**src/rtl/upsample_pkg.sv**
```systemverilog
// upsample_pkg: shared types and helpers for the 2x upsample controller.
//   ups_state_e  - controller FSM states
//   WM_TL..WM_BR - write_mode region codes (3*rowclass + colclass)
//   size_legal() - size_sel legality against the largest input side
package upsample_pkg;

    typedef enum logic [1:0] {
        ST_IDLE  = 2'd0,
        ST_LOAD  = 2'd1,
        ST_SWEEP = 2'd2,
        ST_DONE  = 2'd3
    } ups_state_e;

    // Region codes: row class (first/interior/last) * 3 + column class.
    localparam logic [3:0] WM_TL = 4'd0;
    localparam logic [3:0] WM_T  = 4'd1;
    localparam logic [3:0] WM_TR = 4'd2;
    localparam logic [3:0] WM_L  = 4'd3;
    localparam logic [3:0] WM_C  = 4'd4;
    localparam logic [3:0] WM_R  = 4'd5;
    localparam logic [3:0] WM_BL = 4'd6;
    localparam logic [3:0] WM_B  = 4'd7;
    localparam logic [3:0] WM_BR = 4'd8;

    // Side N = 2^(sel+2) must not exceed 2^max_log2.
    function automatic logic size_legal(input logic [2:0] sel, input int max_log2);
        return int'(sel) <= (max_log2 - 2);
    endfunction

endpackage

```
**src/rtl/upsample_addr_gen.sv**
```systemverilog
// upsample_addr_gen: combinational address / region decode for one pixel.
//   r, c, ch   in  - current row, column, channel (registered in the parent)
//   lg         in  - log2 of the input side N
//   rd_addr    out - ch*N*N + r*N + c
//   wr_addr    out - ch*4*N*N + 2r*2N + 2c (top-left of the 2x2 output block)
//   write_mode out - region code WM_TL..WM_BR
//   row_last, col_last out - r / c at N-1, used by the parent's counters
module upsample_addr_gen
    import upsample_pkg::*;
#(
    parameter int MAX_LOG2 = 6,
    parameter int CHW      = 2,
    parameter int LGW      = 3,
    parameter int RAW      = 14,
    parameter int WAW      = 16
) (
    input  logic [MAX_LOG2-1:0] r,
    input  logic [MAX_LOG2-1:0] c,
    input  logic [CHW-1:0]      ch,
    input  logic [LGW-1:0]      lg,
    output logic [RAW-1:0]      rd_addr,
    output logic [WAW-1:0]      wr_addr,
    output logic [3:0]          write_mode,
    output logic                row_last,
    output logic                col_last
);

    logic [MAX_LOG2-1:0] last_idx;
    logic [LGW+1:0]      sh_plane;
    logic [LGW+1:0]      sh_wplane;
    logic [LGW+1:0]      sh_wrow;
    logic [1:0]          rcls;
    logic [1:0]          ccls;

    // N-1 as a mask: low lg bits set.
    assign last_idx  = ~({MAX_LOG2{1'b1}} << lg);
    assign row_last  = (r == last_idx);
    assign col_last  = (c == last_idx);

    // N is a power of two, so every multiply is a shift and the fields never overlap.
    assign sh_plane  = {1'b0, lg, 1'b0};
    assign sh_wplane = sh_plane + (LGW+2)'(2);
    assign sh_wrow   = {2'b00, lg} + (LGW+2)'(2);

    assign rd_addr = (RAW'(ch) << sh_plane) | (RAW'(r) << lg) | RAW'(c);
    assign wr_addr = (WAW'(ch) << sh_wplane) | (WAW'(r) << sh_wrow) | WAW'({c, 1'b0});

    assign rcls = (r == '0) ? 2'd0 : (row_last ? 2'd2 : 2'd1);
    assign ccls = (c == '0) ? 2'd0 : (col_last ? 2'd2 : 2'd1);

    always_comb begin
        write_mode = WM_TL;
        case ({rcls, ccls})
            4'b0000: write_mode = WM_TL;
            4'b0001: write_mode = WM_T;
            4'b0010: write_mode = WM_TR;
            4'b0100: write_mode = WM_L;
            4'b0101: write_mode = WM_C;
            4'b0110: write_mode = WM_R;
            4'b1000: write_mode = WM_BL;
            4'b1001: write_mode = WM_B;
            4'b1010: write_mode = WM_BR;
            default: write_mode = WM_TL;
        endcase
    end

endmodule

```
**src/rtl/upsample_ctrl_param.sv**
```systemverilog
// upsample_ctrl_param: sequencer for a 2x nearest-neighbour upsample.
// Sweeps NUM_CH channels of an N x N input (N = 2^(size_sel+2)) one pixel
// per cycle, issuing an input read and a 2x2 output quad write per pixel.
// Optional feature macro: UPS_BACKPRESSURE_EN adds out_ready; SWEEP cycles
// with out_ready low hold the pixel position (wr_en stays asserted).
//   clk, rst        - clock, synchronous active-low reset
//   start, size_sel - frame request and input side select
//   out_ready       - quad write accepted (UPS_BACKPRESSURE_EN only)
//   busy, done, err - status: frame running, completion pulse, bad size pulse
//   rd_en, rd_addr  - input buffer read
//   wr_en, wr_addr  - output quad write (top-left address)
//   write_mode      - pixel region code, ch_idx - current channel
module upsample_ctrl_param
    import upsample_pkg::*;
#(
    parameter  int MAX_LOG2 = 6,
    parameter  int NUM_CH   = 4,
    localparam int RAW      = $clog2(NUM_CH) + 2 * MAX_LOG2,
    localparam int WAW      = RAW + 2,
    localparam int CHW      = (NUM_CH > 1) ? $clog2(NUM_CH) : 1
) (
    input  logic           clk,
    input  logic           rst,
    input  logic           start,
    input  logic [2:0]     size_sel,
`ifdef UPS_BACKPRESSURE_EN
    input  logic           out_ready,
`endif
    output logic           busy,
    output logic           done,
    output logic           err,
    output logic           rd_en,
    output logic [RAW-1:0] rd_addr,
    output logic           wr_en,
    output logic [WAW-1:0] wr_addr,
    output logic [3:0]     write_mode,
    output logic [CHW-1:0] ch_idx
);

    localparam int LGW = $clog2(MAX_LOG2 + 1);

    ups_state_e          state, nxt;
    logic [MAX_LOG2-1:0] r_q, c_q;
    logic [CHW-1:0]      ch_q;
    logic [LGW-1:0]      lg_q;
    logic                err_q;
    logic                legal, accept, adv;
    logic                row_last, col_last, ch_last;

    assign legal   = size_legal(size_sel, MAX_LOG2);
    assign accept  = (state == ST_IDLE) && start && legal;
    assign ch_last = (ch_q == CHW'(NUM_CH - 1));

`ifdef UPS_BACKPRESSURE_EN
    assign adv = (state == ST_SWEEP) && out_ready;
`else
    assign adv = (state == ST_SWEEP);
`endif

    // State register
    always_ff @(posedge clk) begin
        if (!rst) state <= ST_IDLE;
        else      state <= nxt;
    end

    // Next state
    always_comb begin
        nxt = state;
        case (state)
            ST_IDLE:  if (accept) nxt = ST_LOAD;
            ST_LOAD:  nxt = ST_SWEEP;
            ST_SWEEP: if (adv && row_last && col_last && ch_last) nxt = ST_DONE;
            ST_DONE:  nxt = ST_IDLE;
            default:  nxt = ST_IDLE;
        endcase
    end

    // Outputs
    always_comb begin
        busy  = 1'b0;
        done  = 1'b0;
        rd_en = 1'b0;
        wr_en = 1'b0;
        case (state)
            ST_LOAD:  busy = 1'b1;
            ST_SWEEP: begin
                busy  = 1'b1;
                rd_en = 1'b1;
                wr_en = 1'b1;
            end
            ST_DONE:  done = 1'b1;
            default:  ;
        endcase
    end

    // Bad-size pulse; a start while busy is not in IDLE and never flags.
    always_ff @(posedge clk) begin
        if (!rst) err_q <= 1'b0;
        else      err_q <= (state == ST_IDLE) && start && !legal;
    end
    assign err = err_q;

    // Pixel position. N is captured at accept so later size_sel changes are ignored.
    // On the very last pixel ch stays put; the FSM leaves SWEEP on that edge.
    always_ff @(posedge clk) begin
        if (!rst) begin
            r_q  <= '0;
            c_q  <= '0;
            ch_q <= '0;
            lg_q <= LGW'(2);
        end else if (accept) begin
            r_q  <= '0;
            c_q  <= '0;
            ch_q <= '0;
            lg_q <= LGW'({1'b0, size_sel} + 4'd2);
        end else if (adv) begin
            if (col_last) begin
                c_q <= '0;
                if (row_last) begin
                    r_q <= '0;
                    if (!ch_last) ch_q <= ch_q + 1'b1;
                end else begin
                    r_q <= r_q + 1'b1;
                end
            end else begin
                c_q <= c_q + 1'b1;
            end
        end
    end

    assign ch_idx = ch_q;

    upsample_addr_gen #(
        .MAX_LOG2 (MAX_LOG2),
        .CHW      (CHW),
        .LGW      (LGW),
        .RAW      (RAW),
        .WAW      (WAW)
    ) u_addr (
        .r          (r_q),
        .c          (c_q),
        .ch         (ch_q),
        .lg         (lg_q),
        .rd_addr    (rd_addr),
        .wr_addr    (wr_addr),
        .write_mode (write_mode),
        .row_last   (row_last),
        .col_last   (col_last)
    );

endmodule

```
**config.mk**
```make
export PLATFORM = sky130hd
export DESIGN_NAME = upsample_ctrl_param
export DESIGN_NICKNAME = d
export VERILOG_FILES = /design/src/rtl/upsample_pkg.sv /design/src/rtl/upsample_addr_gen.sv /design/src/rtl/upsample_ctrl_param.sv
export SDC_FILE = /design/constraint.sdc
export NUM_CORES = 1
export LEC_CHECK = 0
export ABC_AREA = 1
export CORE_MARGIN = 2
export CORE_UTILIZATION = 50
export CTS_CLUSTER_SIZE = 8
export DETAILED_ROUTE_END_ITERATION = 6
export PLACE_DENSITY = 0.78
export SLEW_MARGIN = 30
export SYNTH_ARGS = -nofsm -noshare
export SYNTH_HDL_FRONTEND = slang
export SYNTH_SLANG_ARGS = --single-unit
```
**constraint.sdc**
```tcl
create_clock -name clk -period 3.05 [get_ports clk]
set_input_delay 0.4575 -clock clk [delete_from_list [all_inputs] [get_ports clk]]
set_output_delay 0.4575 -clock clk [all_outputs]
set_load 0.1 [all_outputs]
```
; After elaboration in Yosys (flattened, before gate mapping)
; Memories as Yosys holds them, arrays and structs flattened.
; Index checks and enable logic that the tools add are counted.
[word_totals]
ff_bits = 20
rom_bits = 64
input_bits = 6
output_inout_bits = 41
elab_cells = 61
memories = 1
[memory_table]
columns = memory, depth, width, rd, rd_clocked_by_memory_dff, write_ports, line_no
row1 = (name not given), 16, 4, 1, 0, 0, upsample_addr_gen.sv:53  ; case ({rcls, ccls})
[classes]
add_sub_neg = 6
magnitude_cmp = 1
eq_ne = 8
n_shift = 5
muxes = 12
bitwise = 7
n_reduce_logical = 15
[op_table]
columns = operator, count
row1 = bitwise OR 16 bit, 1
row2 = bitwise OR 16 x 7 -> 16 bit, 1
row3 = << shifter 2 x 5 -> 16 bit, 1
row4 = << shifter 6 x 5 -> 16 bit, 1
row5 = bitwise OR 14 bit, 1
row6 = bitwise OR 14 x 6 -> 14 bit, 1
row7 = << shifter 2 x 4 -> 14 bit, 1
row8 = << shifter 6 x 3 -> 14 bit, 1
row9 = "adder 6 x 1 -> 6 bit, second input constant", 2
row10 = == test 6 bit, 2
row11 = logical NOT 6 bit, 2
row12 = 2-to-1 mux 2 bit, 6
row13 = 2-to-1 mux 6 bit, 2
row14 = one-hot mux 2 bit (4 select lines), 1
row15 = "== test 2 bit, second input constant", 3
row16 = logical AND 1 bit, 6
row17 = inverter 6 bit, 1
row18 = "<< shifter 6 x 3 -> 6 bit, first input constant", 1
row19 = "adder 4 x 2 -> 5 bit, second input constant", 1
row20 = "adder 3 x 2 -> 4 bit, second input constant", 1
row21 = AND reduction 2 bit, 2
row22 = AND reduction 4 bit, 1
row23 = OR reduction 2 bit, 2
row24 = "adder 3 x 2 -> 3 bit, second input constant", 1
row25 = 9 further kinds, 12

; Depth between registers and ports, before layout
; Gate-level depths: netlist of the first run.
[depth]
ltp_word = 8
depth_mapped = 17
ltp_nobuf = 15

; Modules after synthesis
; Synthesis of the first run repeated with hierarchy kept, for this count alone.
[unflattened]
hier_cells = 393
hier_area_um2 = 2249.7
[modules_own_cells]
columns = module, n_inst, cells_per_inst, area_per_inst_um2, seq_area_each_um2
row1 = upsample_addr_gen, 1, 272, 1283.7, 0.0
row2 = upsample_ctrl_param, 1, 121, 965.9, 400.4

; Least setup slack after synthesis of the first run
; No wires, ideal clock.
[synth_path]
path_kind = reg-to-output
startpoint = register lg_q[2]
endpoint = output wr_addr[11]
arrival_time_ns = 4.983
t_required_ns = 2.592
setup_slack_ns = -2.390
path_stages_with_launch = 9
n_path_buf = 4
path_cell_list = dfxtp_1 -> buf_6 -> inv_2 -> buf_6 -> clkbuf_1 -> ha_1 -> inv_1 -> clkbuf_1 -> o311ai_0
[synth_via]
elab_chain_cells = 4
elab_cells_between_ends = 6
cone_classes = add/sub (2) / shift (2) / bitwise (2)
[synth_rtl]
columns = item, line_no
row1 = "start, declared", upsample_ctrl_param.sv:45  ; logic [LGW-1:0] lg_q;
row2 = "start signal, assigned", upsample_ctrl_param.sv:115  ; lg_q <= LGW'({1'b0, size_sel} + 4'd2);
row3 = adder 3 x 2 -> 4 bit / adder 4 x 2 -> 5 bit (equally long branches), "upsample_addr_gen.sv:43, upsample_addr_gen.sv:42"
row4 = << shifter 6 x 5 -> 16 bit / << shifter 2 x 5 -> 16 bit (equally long branches), upsample_addr_gen.sv:46  ; assign wr_addr = (WAW'(ch) << sh_wplane) | (WAW'(r) << sh_wrow) | WAW'({c, 1'b0});
row5 = bitwise OR 16 bit *, upsample_addr_gen.sv:46
row6 = bitwise OR 16 x 7 -> 16 bit *, upsample_addr_gen.sv:46
row7 = "end, declared", upsample_ctrl_param.sv:35  ; output logic [WAW-1:0] wr_addr,
; Mark *: on every way between the ends. The rest lies on a longest branch, timed or not.

; Worst setup path in the final report of the first run
[layout_path]
startpoint = register lg_q[0]
endpoint = output write_mode[1]
[layout_via]
elab_chain_cells = 6
elab_cells_between_ends = 9
cone_classes = eq/ne (2) / shift (1) / mux (4) / bitwise (1) / memory (1)
[layout_rtl]
columns = item, line_no
row1 = << shifter 6 x 3 -> 6 bit *, upsample_addr_gen.sv:36  ; assign last_idx = ~({MAX_LOG2{1'b1}} << lg);
row2 = inverter 6 bit *, upsample_addr_gen.sv:36
row3 = "== test 6 bit, on equally long branches", "upsample_addr_gen.sv:37, upsample_addr_gen.sv:38"
row4 = "2-to-1 mux 2 bit, on equally long branches (2 in a row)", "upsample_addr_gen.sv:48, upsample_addr_gen.sv:49"
row5 = memory read (16 x 4 bit) *, -
row6 = "end, declared", upsample_ctrl_param.sv:36  ; output logic [3:0] write_mode,
; Marked as above.

==> results.yml, run 1 <==
cts:
  worst_setup_hold_path_clk_slew_ns: 0.08
  clk_sink_count: 20
  cts_inserted_buffers: 3
  htree_num_levels: 1
  cts_root_buffer: "clkbuf_8"
  tritoncts: "yes"
  ctsLongestPathBuffers: 2
  insertion_delay_ns: 0.27
  postCtsHoldBufs: 0
synth:
  postSynth.asyncResetShare: 0
  synthDistinctLibCells: 32
  synthesis.area_um2: 2060
  synth-main-ff-cell: "dfxtp_1"
  synth.yosys.seq_area_share: 0.195
  yosys_warnings: 0
  avgSynthCellArea_um2: 5.78
  postSynthCellCount: 356
  yosys_register_bits: 20
  synthesis.nets: 376
  synth_enable_flop_cells: 0
grt:
  grt_max_degree: 17
  global_route_wire_length_before_repair_um: 10200
  globalRouteOverflowTotal: 0
  grt_antenna_before_repair: 0
  track_usage: 0.287
  grt_pass1_vias: 2276
sta:
  final_min_period_over_clock_period: 0.927
  max_freq_mhz: 354
  tns_ns: 0
  slew_violations: 0
  final-setup-viol-count: 0
  worst-slew-pin-transition_ns: 0.609
  timing_hold_violations_final: 0
  maxSlewHeadroom: 0.589
  min_period_ns: 2.83
  grt_setup_unrepaired: "no"
  skew_ns: 0.00377
route:
  remaining_drc_errors: 0
  dr.first_iter.drc_count: 144
  num_vias: 2476
  final_antenna_net_count: 0
  detail_route.vias_per_cell: 5.49
  postRouteWirelength_um: 6220
  average_wire_per_standard_cell_um: 13.8
  drtPass1Iterations: 6
cells_and_area:
  final_cell_mix: "nand2_1, inv_1, nor2_1"
  layout-drive-gt1-share: 0.197
  final_cell_count_without_fillers: 451
  num_antenna_cells: 0
  syn_to_final_growth_pct: 44.0
  most_common_library_cell_in_the_layout_ignoring_fill_and_taps: "nand2_1"
  final_nets: 422
power:
  finalPower_mw: 2.09
  irDropWorstVdd_v: 0.000779
  cellLeakagePower_nw: 1.40
  pwr_density_cell_nw_per_um2: 704
hold_path:
  hold_class: "reg -> reg"
worst_setup_path:
  worstSetupEndpointType: "output port"
  timing.setup.critical_path_class: "reg -> out"
  crit_path_max_fanout: 7
  critical_path_arrival_ns: 2.37
  r2r_setup_slack_ns: 0.89
  cp.required_ns: 2.59
  critical_path.startpoint_type: "flop"
status:
  run_status: "finished, final reports clean"
floorplanning:
  i_o_pin_cnt: 47
  dieHeight_um: 68.1
  die_area_um2: 4640
  num_rows: 23
  core_area_um2: 3970
  initial_core_utilization: 0.518
  die_x_um: 68.1
placement:
  place.detailed.hpwl_um: 5000
  portBuffers: 46
  placed_cells_incl_taps: 447
  gp_routability_congestion: 1.00
run:
  timing.max_cap.violations: 0
[flip-flops by register name, indices dropped and copies added (netlist names)]
name and flops:
c_q 6, ch_idx 2, err 1, lg_q 3, r_q 6, state 2
[final timing paths]
path / end / depth (start not counted) / start
setup / recovery: write_mode[1] / 14 / lg_q[0]
hold / removal: ch_idx[0] / 2 / ch_idx[0]
setup reg to reg: state[0] / 14 / lg_q[0]
hold reg to reg: ch_idx[0] / 2 / ch_idx[0]
[timing repair]
| action | CTS | global route |
|---|---|---|
| buffers inserted | 0 | 0 |
| resized for setup | 0 | 2 |
| endpoints found under the setup margin | 0 | 3 |
[report_power, final]
part	total (mW)	internal [mW]	switching, mW
clock network	0.212	0.115	0.0968
registers	0.328	0.290	0.0382
logic	1.55	0.439	1.11
total	2.09	0.844	1.24
[routing by layer]
metal	part of all wire	global-route usage	wire, µm	vias up
met5	0	0	0	-
met2	0.47	0.479	2920	108
met3	0.059	0.0362	364	32
met1	0.43	0.365	2660	1094
met4	0.044	0.138	273	0
li1	-	-	-	1242
[critical path, cell delays in order (launching register included)]
cell and delay, ns:
dfxtp_1 0.42, inv_1 0.16, ha_1 0.26, inv_1 0.06
nand2_1 0.09, nand2_1 0.10, nand2_1 0.06, inv_1 0.06
nand2_1 0.08, nor2_4 0.19, nand2_1 0.15, nand2_1 0.09
o21ai_0 0.08, nand2_1 0.11, buf_12 0.18
[final cells by class]
| type | count | area (µm²) |
|---|---|---|
| Inverter | 48 | 180 |
| Clock buffer | 4 | 55.1 |
| Timing Repair Buffer | 52 | 728 |
| Multi-Input combinational cell | 277 | 1530 |
| Fill cell | 315 | 1010 |
| Tap cell | 50 | 62.6 |
| Sequential cell | 20 | 404 |
[cells in the mapped netlist, types with 3 or more instances]
library cell | number | share of area
nand2_1 | 105 | 0.19
inv_1 | 46 | 0.084
nor2_1 | 46 | 0.084
o21ai_0 | 33 | 0.080
dfxtp_1 | 20 | 0.19
nand3_1 | 18 | 0.044
a21oi_1 | 14 | 0.034
ha_1 | 14 | 0.085
nor3_1 | 10 | 0.024
clkbuf_1 | 6 | 0.011
xor2_1 | 6 | 0.026
o22ai_1 | 5 | 0.015
nand4_1 | 4 | 0.012
o211ai_1 | 3 | 0.011
xnor2_1 | 3 | 0.013
[through the flow]
stage / setup WS, ns / hold slack (ns) / instance area (µm²) / util
floorplan: -0.699 / 0.481 / 2180 / -
global placement: 0.534 / 0.492 / 2910 / 0.732
detailed placement: 0.433 / 0.491 / 2910 / 0.732
CTS: 0.133 / 0.508 / 2960 / 0.745
global route: 0.0471 / 0.537 / 2960 / 0.746
finish: 0.223 / 0.513 / 2960 / 0.746
[cells by family after synthesis]
kind of cell | after synthesis | synth area share
and+or+nand+nor | 190 | 0.387
AOI/OAI and AO/OA | 64 | 0.177
buffers and inverters | 59 | 0.118
DFF | 20 | 0.195
adders and majority gates | 14 | 0.0852
xor gates and xnor gates | 9 | 0.0383
(Power assumes the default switching activity.)
==> run 2: changes to the inputs <==
--- a/config.mk
+++ b/config.mk
@@ -6,11 +6,10 @@
 export NUM_CORES = 1
 export LEC_CHECK = 0
 export ABC_AREA = 1
-export CORE_MARGIN = 2
 export CORE_UTILIZATION = 50
 export CTS_CLUSTER_SIZE = 8
 export DETAILED_ROUTE_END_ITERATION = 6
-export PLACE_DENSITY = 0.78
+export PLACE_DENSITY = 0.86
 export SLEW_MARGIN = 30
 export SYNTH_ARGS = -nofsm -noshare
 export SYNTH_HDL_FRONTEND = slang
==> results.yml, run 2 (synthesis results as in run 1) <==
cells_and_area:
  layout.area.seq_um2: 407
  largestRegisters: "c_q (6), r_q (6), lg_q (3)"
  final_cell_mix: "nand2_1, inv_1, nor2_1"
  num_antenna_cells: 0
  syn_to_final_growth_pct: 44.0
  num-fill-cells: 291
  most_common_library_cell_in_the_layout_ignoring_fill_and_taps: "nand2_1"
  final_nets: 421
  layout-drive-gt1-share: 0.198
  multi_input_area_um2: 1540
grt:
  grt_most_used_layer: "met2"
  grt_antenna_before_repair: 0
  grt_max_degree: 19
  met1_usage: 0.331
  grt_pass1_vias: 2334
  globalRouteOverflowTotal: 0
  grt_util_met2: 0.563
  grt.met3_usage: 0.0345
  track_usage: 0.300
  global_route_wire_length_before_repair_um: 10200
power:
  comb_power_share: 0.723
  switching_share: 0.579
  finalPower_mw: 2.15
  cell_internal_pwr_uw: 907
  pwr_density_cell_nw_per_um2: 727
  cellLeakagePower_nw: 1.40
  clock_power_share: 0.124
  seq_power_share: 0.153
  power_switching_mw: 1.25
  irDropWorstVdd_v: 0.000681
worst_setup_path:
  worstSetupEndpointType: "output port"
  ff2ff_path_depth: 14
  critPathMostFrequentCell: "nand2_1"
  crit_path_max_fanout: 8
  worst_path_max_delay_cell: "dfxtp_2"
  regToRegStartpoint: "lg_q[1]"
  cp.required_ns: 2.59
  critical_path_arrival_ns: 2.33
  critPathCapture: "write_mode[1]"
  critical-path-max-stage-delay_ns: 0.41
  cp-startpoint: "lg_q[1]"
  critical_path.reg2reg.endpoint: "state[1]"
  timing.setup.critical_path_class: "reg -> out"
  timing.critical_path.cells: "inv_1 -> ha_1 -> xnor2_1 -> nor2_1 -> nand2_1 -> nor2_4 -> nand2_1 -> nand2_1 -> o21ai_0 -> nand2_1 -> buf_12"
  critical_path.startpoint_type: "flop"
  r2r_setup_slack_ns: 0.96
floorplanning:
  core_area_um2: 3800
  i_o_pin_cnt: 47
  num_rows: 22
  dieHeight_um: 66.1
  die_area_um2: 4370
  initial_core_utilization: 0.542
  die_x_um: 66.1
route:
  final_antenna_net_count: 0
  postRouteWirelength_um: 6270
  detail_route.vias_per_cell: 5.66
  average_wire_per_standard_cell_um: 14.0
  remaining_drc_errors: 0
  drtPass1Iterations: 5
  num_vias: 2535
  dr.first_iter.drc_count: 163
sta:
  max_freq_mhz: 359
  grt_setup_unrepaired: "no"
  final_min_period_over_clock_period: 0.913
  worst-slew-pin-transition_ns: 0.453
  slew_violations: 0
  timing_hold_violations_final: 0
  final-setup-viol-count: 0
  skew_ns: 0.00233
  min_period_ns: 2.79
  tns_ns: 0
  maxSlewHeadroom: 0.695
  final_critical_path_setup_slack_ns: 0.264
placement:
  gp_routability_congestion: 0.921
  place.detailed.hpwl_um: 4930
  dp_worst_setup_slack_ns: 0.249
  portBuffers: 46
cts:
  insertion_delay_ns: 0.26
  htree_num_levels: 1
  postCtsHoldBufs: 0
  ctsLongestPathBuffers: 2
  cts_inserted_buffers: 3
  clk_sink_count: 20
  cts_root_buffer: "clkbuf_8"
  worst_setup_hold_path_clk_slew_ns: 0.07
  tritoncts: "yes"
run:
  timing.max_cap.violations: 0
hold_path:
  hold_class: "reg -> reg"
status:
  run_status: "finished, final reports clean"
-- run 2: power by group through the flow --
| stage | Clock [mW] | Sequential (mW) | Combinational (mW) |
|---|---|---|---|
| after floorplan | 0 | 0.323 | 1.16 |
| after global placement | 0 | 0.329 | 1.52 |
| after detailed placement | 0 | 0.332 | 1.54 |
| after CTS | 0.271 | 0.326 | 1.55 |
| after global routing | 0.276 | 0.333 | 1.64 |
| final | 0.267 | 0.329 | 1.56 |
-- run 2: through the flow --
stage	area (µm²)	cells	util	hold slack, ns
after global placement	2880	444	0.759	0.492
after floorplan	2180	356	-	0.481
after detailed placement	2880	444	0.759	0.508
after global routing	2960	448	0.780	0.566
final	2960	448	0.780	0.520
after CTS	2960	448	0.778	0.524
-- run 2: timing repair --
item	in CTS	in global routing
gates resized for setup	1	4
setup endpoints to repair	1	3
buffers inserted	0	0
-- run 2: critical path: cells and delay by family (launching register included) --
family	cells	cell delay, ns
AO/OA/AOI/OAI	1	0.07
XOR/XNOR	1	0.17
adder cells (fa/ha/maj)	1	0.30
buffers and inverters	2	0.34
flip-flops	1	0.41
AND/OR/NAND/NOR	6	0.76
-- run 2: metal layers --
metal	routed length, µm	vias up
met3	514	28
met2	3050	127
li1	-	1240
met1	2470	1140
met4	239	0
met5	0	-
-- run 2: area by class of cell --
cell class / count / share of cell area
repair buffers: 51 / 0.239
inverters: 48 / 0.0608
clock buffers: 3 / 0.0139
well taps: 48 / 0.0203
multi-input cells: 277 / 0.518
flip-flops and latches: 20 / 0.137
clock inverters: 1 / 0.0101
-- run 2: how the worst min path moves through the flow --
stage	start	endpoint	slack (ns)	cells after the start
floorplan	r_q[0]	r_q[0]	0.48	2
global placement	ch_idx[0]	ch_idx[0]	0.49	2
detailed placement	ch_idx[0]	ch_idx[0]	0.51	2
CTS	ch_idx[0]	ch_idx[0]	0.52	2
global route	ch_idx[0]	ch_idx[0]	0.57	2
finish	ch_idx[0]	ch_idx[0]	0.52	2
==> run 3: changes to the inputs <==
--- a/config.mk
+++ b/config.mk
@@ -6,6 +6,7 @@
 export NUM_CORES = 1
 export LEC_CHECK = 0
 export ABC_AREA = 1
+export CORE_MARGIN = 8
 export CORE_UTILIZATION = 50
 export CTS_CLUSTER_SIZE = 8
 export DETAILED_ROUTE_END_ITERATION = 6
==> results.yml, run 3 (synthesis results as in run 1) <==
floorplanning:
  dieHeight_um: 80.1
  die_x_um: 80.1
  i_o_pin_cnt: 47
  initial_core_utilization: 0.518
  num_rows: 23
  core_area_um2: 3970
  die_area_um2: 6420
grt:
  global_route_wire_length_before_repair_um: 10400
  globalRouteOverflowTotal: 0
  track_usage: 0.198
  grt_max_degree: 19
  grt_pass1_vias: 2289
  grt_antenna_before_repair: 0
worst_setup_path:
  ff2ff_path_depth: 13
  worstSetupEndpointType: "output port"
  timing.setup.critical_path_class: "reg -> out"
  crit_path_max_fanout: 18
  cp.required_ns: 2.59
  critical_path_arrival_ns: 2.40
  critical_path.startpoint_type: "flop"
power:
  pwr_density_cell_nw_per_um2: 722
  cellLeakagePower_nw: 1.40
  clock_power_share: 0.124
  finalPower_mw: 2.15
  seq_power_share: 0.152
  power_switching_mw: 1.25
  comb_power_share: 0.724
  switching_share: 0.580
  irDropWorstVdd_v: 0.000515
  cell_internal_pwr_uw: 906
hold_path:
  min_delay_path_depth: 2
  hold_class: "reg -> reg"
cells_and_area:
  most_common_library_cell_in_the_layout_ignoring_fill_and_taps: "nand2_1"
  final_design_area_no_fill_um2: 2980
  final_cell_mix: "nand2_1, inv_1, nor2_1"
  num_antenna_cells: 0
  final_nets: 421
  layout-drive-gt1-share: 0.198
  largestRegisters: "c_q (6), r_q (6), lg_q (3)"
  syn_to_final_growth_pct: 45.0
sta:
  maxSlewHeadroom: 0.619
  min_period_ns: 2.85
  final_critical_path_setup_slack_ns: 0.196
  final-setup-viol-count: 0
  skew_ns: 0.00326
  grt_setup_unrepaired: "no"
  final_min_period_over_clock_period: 0.936
  slew_violations: 0
  worst_hold_slack_ns: 0.508
  worst-slew-pin-transition_ns: 0.565
  max_freq_mhz: 350
  timing_hold_violations_final: 0
run:
  timing.max_cap.violations: 0
route:
  dr.first_iter.drc_count: 251
  postRouteWirelength_um: 6480
  drtPass1Iterations: 5
  num_vias: 2508
  final_antenna_net_count: 0
  remaining_drc_errors: 0
  detail_route.vias_per_cell: 5.57
  average_wire_per_standard_cell_um: 14.4
cts:
  ctsLongestPathBuffers: 2
  cts.repair_timing.setup_buffer_count: 0
  clk_sink_count: 20
  insertion_delay_ns: 0.26
  htree_num_levels: 1
  cts_root_buffer: "clkbuf_8"
  tritoncts: "yes"
  cts_inserted_buffers: 3
  worst_setup_hold_path_clk_slew_ns: 0.08
placement:
  portBuffers: 46
  dp_worst_setup_slack_ns: 0.281
  gp_routability_congestion: 0.953
  dpl_cell_area_um2: 2900
  place.detailed.hpwl_um: 5170
status:
  run_status: "finished, final reports clean"
==> run 3: cell types whose count changed in the layout (fill, tap and decap cells not counted) <==
cell	delta
buf_12	+1
buf_4	-1
nand2_2	-1
nand2_4	+1
o21ai_0	+1
o21ai_1	-1
==> run 3: cell type report <==
type	instances	area, µm²
Inverter	48	180
Clock inverter	1	30.0
Multi-Input combinational cell	277	1540
Clock buffer	3	41.3
Fill cell	283	990
Timing Repair Buffer	51	721
Sequential cell	20	407
Tap cell	50	62.6
==> run 3: critical path, stage by stage, from the launching register on <==
cell and delay (ns):
dfxtp_4 0.44, inv_1 0.13, ha_1 0.23, inv_1 0.05, nand2_1 0.09, nand2_1 0.09
nand2_1 0.06, nor2_1 0.14, nand2_1 0.23, inv_1 0.20, nand3_1 0.13, nand2_1 0.14
buf_12 0.18
==> run 3: routing by layer <==
layer	vias to the layer above	track usage	routed length, µm
met2	109	0.348	3140
li1	1240	-	-
met1	1130	0.224	2640
met3	29	0.0290	417
met4	0	0.104	285
met5	-	0	0
==> run 3: through the flow <==
step / cells / util / setup TNS (ns)
detailed placement: 446 / 0.730 / 0
global placement: 446 / 0.730 / 0
finish: 450 / 0.751 / 0
CTS: 450 / 0.748 / 0
global route: 450 / 0.751 / 0
floorplan: 356 / - / -1.23
==> run 3: worst paths after layout <==
| check | from | to | slack [ns] |
|---|---|---|---|
| worst max-delay path | lg_q[0] | write_mode[1] | 0.20 |
| worst min-delay path | ch_idx[0] | ch_idx[0] | 0.51 |
| worst max register to register | lg_q[0] | state[0] | 0.84 |
| worst min register to register | ch_idx[0] | ch_idx[0] | 0.51 |
==> run 3: timing repair <==
| item | 4_1_cts | 5_1_grt |
|---|---|---|
| hold buffers | 0 | 0 |
| gates resized for setup | 1 | 4 |
| pin swaps | 0 | 0 |
| setup endpoints to repair | 1 | 5 |
==> run 3: power by group through the flow <==
| stage | Clock, mW | Sequential (mW) | Combinational (mW) |
|---|---|---|---|
| 2_1_floorplan | 0 | 0.323 | 1.16 |
| 3_3_place_gp | 0 | 0.330 | 1.53 |
| 3_5_place_dp | 0 | 0.332 | 1.55 |
| 4_1_cts | 0.272 | 0.326 | 1.56 |
| 5_1_grt | 0.284 | 0.334 | 1.64 |
| 6_report | 0.267 | 0.328 | 1.56 |
==> RTL change 1 (settings of run 2) <==
`NUM_CH`: 4 -> 16.
--- a/src/rtl/upsample_ctrl_param.sv
+++ b/src/rtl/upsample_ctrl_param.sv
@@ -14,7 +14,7 @@
     import upsample_pkg::*;
 #(
     parameter  int MAX_LOG2 = 6,
-    parameter  int NUM_CH   = 4,
+    parameter  int NUM_CH   = 16,
     localparam int RAW      = $clog2(NUM_CH) + 2 * MAX_LOG2,
     localparam int WAW      = RAW + 2,
     localparam int CHW      = (NUM_CH > 1) ? $clog2(NUM_CH) : 1
Ports: changed (resized ch_idx, rd_addr and wr_addr); port bits go from 47 to 53. No check against the original RTL was run, so the function may have changed too.
==> RTL change 1 against run 2 <==
Largest cell class unchanged. Worst setup slack got worse by 44 ps. Count of clock-buffer cells in the layout unchanged. Sequential share of layout area decreased by 0.078 points. Design area increased by 10%. Via count increased by 12%. First-iteration DRC count increased by 68%. Highest routed layer unchanged. Total power decreased by 4.5%. Sequential cell count increased by 2. Combinational power decreased by 8%. Area after synthesis increased by 13%. Critical path type unchanged. Routed wire length increased by 19%.
==> RTL change 1: results (changes against run 2) <==
Hold Path Class: flop to flop
Standard cell with the maximum stage delay on the critical path: sky130_fd_sc_hd__dfxtp_1
Detail Placement HPWL: 6.044 mm (+23%)
Pin count of the biggest net entering global routing: 25 (+6)
Xor/xnor share of the synthesized area: 0.04519 (+0.006864)
Post-synthesis compound-gate area fraction: 0.1840 (+0.006963)
Count of synthesis-stage warnings from yosys: 0 (unchanged)
Switching power: 1.167 mW (-6.4%)
Outcome: complete, no violations
Leakage: 1.478 nW (+5.7%)
Highest fanout seen on the critical path: 17 (+9)
H-tree levels: 1 (unchanged)
GRT Util Overall: 0.3191 (+0.01873)
Clock skew: 2.683 ps (+0.3568 ps)
Final estimated routing congestion in global placement: 0.9388 (+2.0%)
Mean number of vias per cell: 5.740 (+1.4%)
Via count of the first global-routing pass: 2653 (+14%)
CP arrival: 2370 ps (+40 ps)
Final routed wirelength across all metal layers: 7.491 mm (+19%)
Worst-path clk slew: 80 ps
Worst slew margin relative to its limit: 0.6618 (-0.03299)
Register area share after synthesis: 0.1893 (-0.005298)
Post-Place Cell Area: 3192 µm² (+11%)
Number of distinct standard cells referenced by the synthesized netlist: 40 (+25%)
Root buffer cell: sky130_fd_sc_hd__clkbuf_8
Number of clock buffers inserted by TritonCTS: 3 (unchanged)
Nets@finish: 464 (+10%)
Post-placement setup slack: 281.7 ps (+32.54 ps)
Multiplexer fraction of the synthesized cell area: 0 (unchanged)
Antenna violations before repair: 0 (unchanged)
First-pass GRT wire length: 12.59 mm (+24%)
Number of placed instances, taps included: 492 (+11%)
Number of DRC markers after the initial detailed-route iteration: 274 (+68%)
Crit-path max cell delay: 390 ps (-20 ps)
IO buf count: 52 (+13%)
Avg Synthesized Cell Area: 5.859 µm² (+1.4%)
Share of layout cells above drive strength 1: 0.2050 (+0.007455)
Pre-antenna DRT Iters: 5 (unchanged)
Total inserted antenna cells: 0 (unchanged)
Syn Nets: 416 (+11%)
Clk_lat worst skew: 260 ps (about the same)
Deepest clock path buffer count: 2 (unchanged)
Worst IR drop on VDD: 808.0 µV (+19%)
Total via count after detailed routing: 2847 (+12%)
Biggest area contributors in the synthesized netlist: sky130_fd_sc_hd__dfxtp_1 19%, sky130_fd_sc_hd__nand2_1 18%, sky130_fd_sc_hd__o21ai_0 7.7%
Adder and majority cell fraction of the synthesized area: 0.06993 (-0.01523)
Most frequent cells after synthesis: 113 x sky130_fd_sc_hd__nand2_1, 47 x sky130_fd_sc_hd__inv_1, 40 x sky130_fd_sc_hd__nor2_1
[RTL change 1: path summary, 6_finish.rpt]
kind,start,to,slack [ps],cells past startpoint
worst max-delay path,lg_q[1]$_SDFFE_PN1P_,write_mode[2],220,11
worst min-delay path,ch_idx[3]$_SDFFE_PP0P_,ch_idx[3]$_SDFFE_PP0P_,520,2
worst max register to register,lg_q[0]$_SDFFE_PN0P_,r_q[2]$_SDFFE_PP0P_,710,12
worst min register to register,ch_idx[3]$_SDFFE_PP0P_,ch_idx[3]$_SDFFE_PP0P_,520,2
[RTL change 1: cell type report]
type                    count  area, µm²
multi-input cells         311       1679
repair buffers             57      815.8
clock buffers               3      41.29
fillers                   352       1142
well taps                  52      65.06
flip-flops and latches     22      446.7
clock inverters             1      30.03
inverters                  50      193.9
[RTL change 1: worst register-to-register path, delay by kind of cell, from the launching register on]
kind	cells	cell delay [ps]
AND/OR/NAND/NOR	7	850
AO/OA/AOI/OAI	1	490
flip-flops	1	390
buffers and inverters	3	260
adder cells (fa/ha/maj)	1	250
[RTL change 1: timing repair]
item                                    CTS  global route
endpoints found under the setup margin    1             2
buffers inserted                          0             0
gates resized for setup                   1             4
[RTL change 1: per-layer routing]
metal / vias to the layer above / global-route usage / wire, µm
li1: 1395 / - / -
met1: 1283 / 0.4306 / 3180
met2: 149 / 0.5053 / 3535
met3: 20 / 0.05195 / 583
met4: 0 / 0.1267 / 192
met5: - / 0 / 0
[RTL change 1: power by group through the flow]
stage | clock network, mW | registers, mW | logic (mW)
6_report | 0.275 | 0.345 | 1.44
5_1_grt | 0.291 | 0.350 | 1.51
4_1_cts | 0.278 | 0.344 | 1.43
3_5_place_dp | 0 | 0.351 | 1.42
3_3_place_gp | 0 | 0.347 | 1.41
2_1_floorplan | 0 | 0.343 | 1.05
==> RTL change 2 (flow settings as in run 2) <==
Made on the original files. Remove the register `err_q`: a continuous assignment takes its place, so the output `err` follows one clock earlier.
--- a/src/rtl/upsample_ctrl_param.sv
+++ b/src/rtl/upsample_ctrl_param.sv
@@ -94,10 +94,7 @@
     end
 
     // Bad-size pulse; a start while busy is not in IDLE and never flags.
-    always_ff @(posedge clk) begin
-        if (!rst) err_q <= 1'b0;
-        else      err_q <= (state == ST_IDLE) && start && !legal;
-    end
+    assign err_q = (state == ST_IDLE) && start && !legal;
     assign err = err_q;
 
     // Pixel position. N is captured at accept so later size_sel changes are ignored.
Formal check against the unedited RTL: not equivalent (a bounded check fails within 4 cycles, from zero or initial values and one cycle with rst low).
==> RTL change 2 against run 2 <==
Design area decreased by 2.5%. Routed wire length increased by 0.59%. Area after synthesis increased by 0.36%. Sequential cell count fell by 1. Count of clock-buffer cells in the layout up 1. Hold slack better by 2.9 ps. Worst setup slack worse by 57 ps. Total power fell by 4.9%.
==> RTL change 2: results (changes against run 2) <==
Outcome: complete, no violations
Leakage: 1.335 nW (-4.5%)
Worst reg2reg endpoint: r_q[1]$_SDFFE_PP0P_
Count of non-filler cells in the finished layout: 447 (-0.22%)
Relative contribution of the clock network to total power: 0.087 (-0.037)
Logic depth of the worst register-to-register path: 12 (-2)
Number of DRC markers after the initial detailed-route iteration: 250 (+53%)
Most frequent cells after synthesis: 107 x sky130_fd_sc_hd__nand2_1, 45 x sky130_fd_sc_hd__nor2_1, 44 x sky130_fd_sc_hd__inv_1
GRT Util Overall: 0.3046 (+0.004206)
Critical path origin: lg_q[0]$_SDFFE_PN0P_
Met2 routed wirelength: 3.046 mm (-0.16%)
Crit-path max cell delay: 480 ps (+70 ps)
Fmax: 351.8 MHz (-2.0%)
Mean number of vias per cell: 5.541 (-2.1%)
Nets@finish: 420 (-0.24%)
Number of placed instances, taps included: 443 (-0.23%)
Detail Placement HPWL: 5.044 mm (+2.3%)
Launching point of the worst reg2reg path: lg_q[0]$_SDFFE_PN0P_
Met1 global-route usage: 0.3932 (+0.06229)
Cell internal power dissipation: 804.4 µW (-11%)
Clk_lat worst skew: 260 ps (about the same)
Share of layout cells above drive strength 1: 0.2005 (+0.003001)
Worst IR drop on VDD: 682.3 µV (+0.20%)
Hold WS: 522.5 ps (+2.868 ps)
Register-to-register path setup slack: 900 ps (-60 ps)
Pin count of the biggest net entering global routing: 22 (+3)
Post-synthesis instance total: 357 (+0.28%)
Post-placement setup slack: 330.6 ps (+81.39 ps)
Syn Nets: 377 (+0.27%)
Final estimated routing congestion in global placement: 0.9287 (+0.89%)
Highest fanout seen on the critical path: 17 (+9)
Biggest area contributors in the synthesized netlist: sky130_fd_sc_hd__nand2_1 19%, sky130_fd_sc_hd__dfxtp_1 18%, sky130_fd_sc_hd__ha_1 8.5%
Launch point of the worst hold path: state[0]$_SDFFE_PN0P_
Combinational power share: 0.753 (+0.030)
Post-Place Cell Area: 2836 µm² (-1.6%)
Global-route track usage on met3: 0.02759 (-0.006897)
Final-layout fill cell count: 296 (+1.7%)
Register area share after synthesis: 0.1842 (-0.01040)
Transition time of the tightest slew-check pin: 460.6 ps (+7.597 ps)
Register area: 387.9 µm² (-4.6%)
CP arrival: 2390 ps (+60 ps)
Resized cells post-CTS: 0 (-1)
First-pass GRT wire length: 10.29 mm (+1.2%)
Pre-antenna DRT Iters: 6 (+1)
Grt met2 use: 0.5204 (-0.04209)
-- RTL change 2: cell count changes after synthesis, sizes merged, moves of 2 or more --
cell | run 2 | this run
nor3 | 11 | 9
nand2 | 108 | 111
inv | 48 | 46
nand3 | 18 | 16
o21ai | 34 | 32
-- RTL change 2: area by class of cell --
type,instances,share of cell area
Tap cell,48,0.02080
Clock buffer,4,0.01560
Multi-Input combinational cell,279,0.5334
Inverter,47,0.06196
Timing Repair Buffer,50,0.2340
Sequential cell,19,0.1343
-- RTL change 2: cell families (layout without fill, tap and decap cells) --
| kind of cell | Yosys count | count (layout) | synth area share |
|---|---|---|---|
| simple gates | 193 | 193 | 0.3982 |
| compound gates | 63 | 63 | 0.1752 |
| buf+inv | 59 | 101 | 0.1194 |
| flops | 19 | 19 | 0.1842 |
| fa+ha+maj | 14 | 14 | 0.08485 |
| xor+xnor | 9 | 9 | 0.03818 |
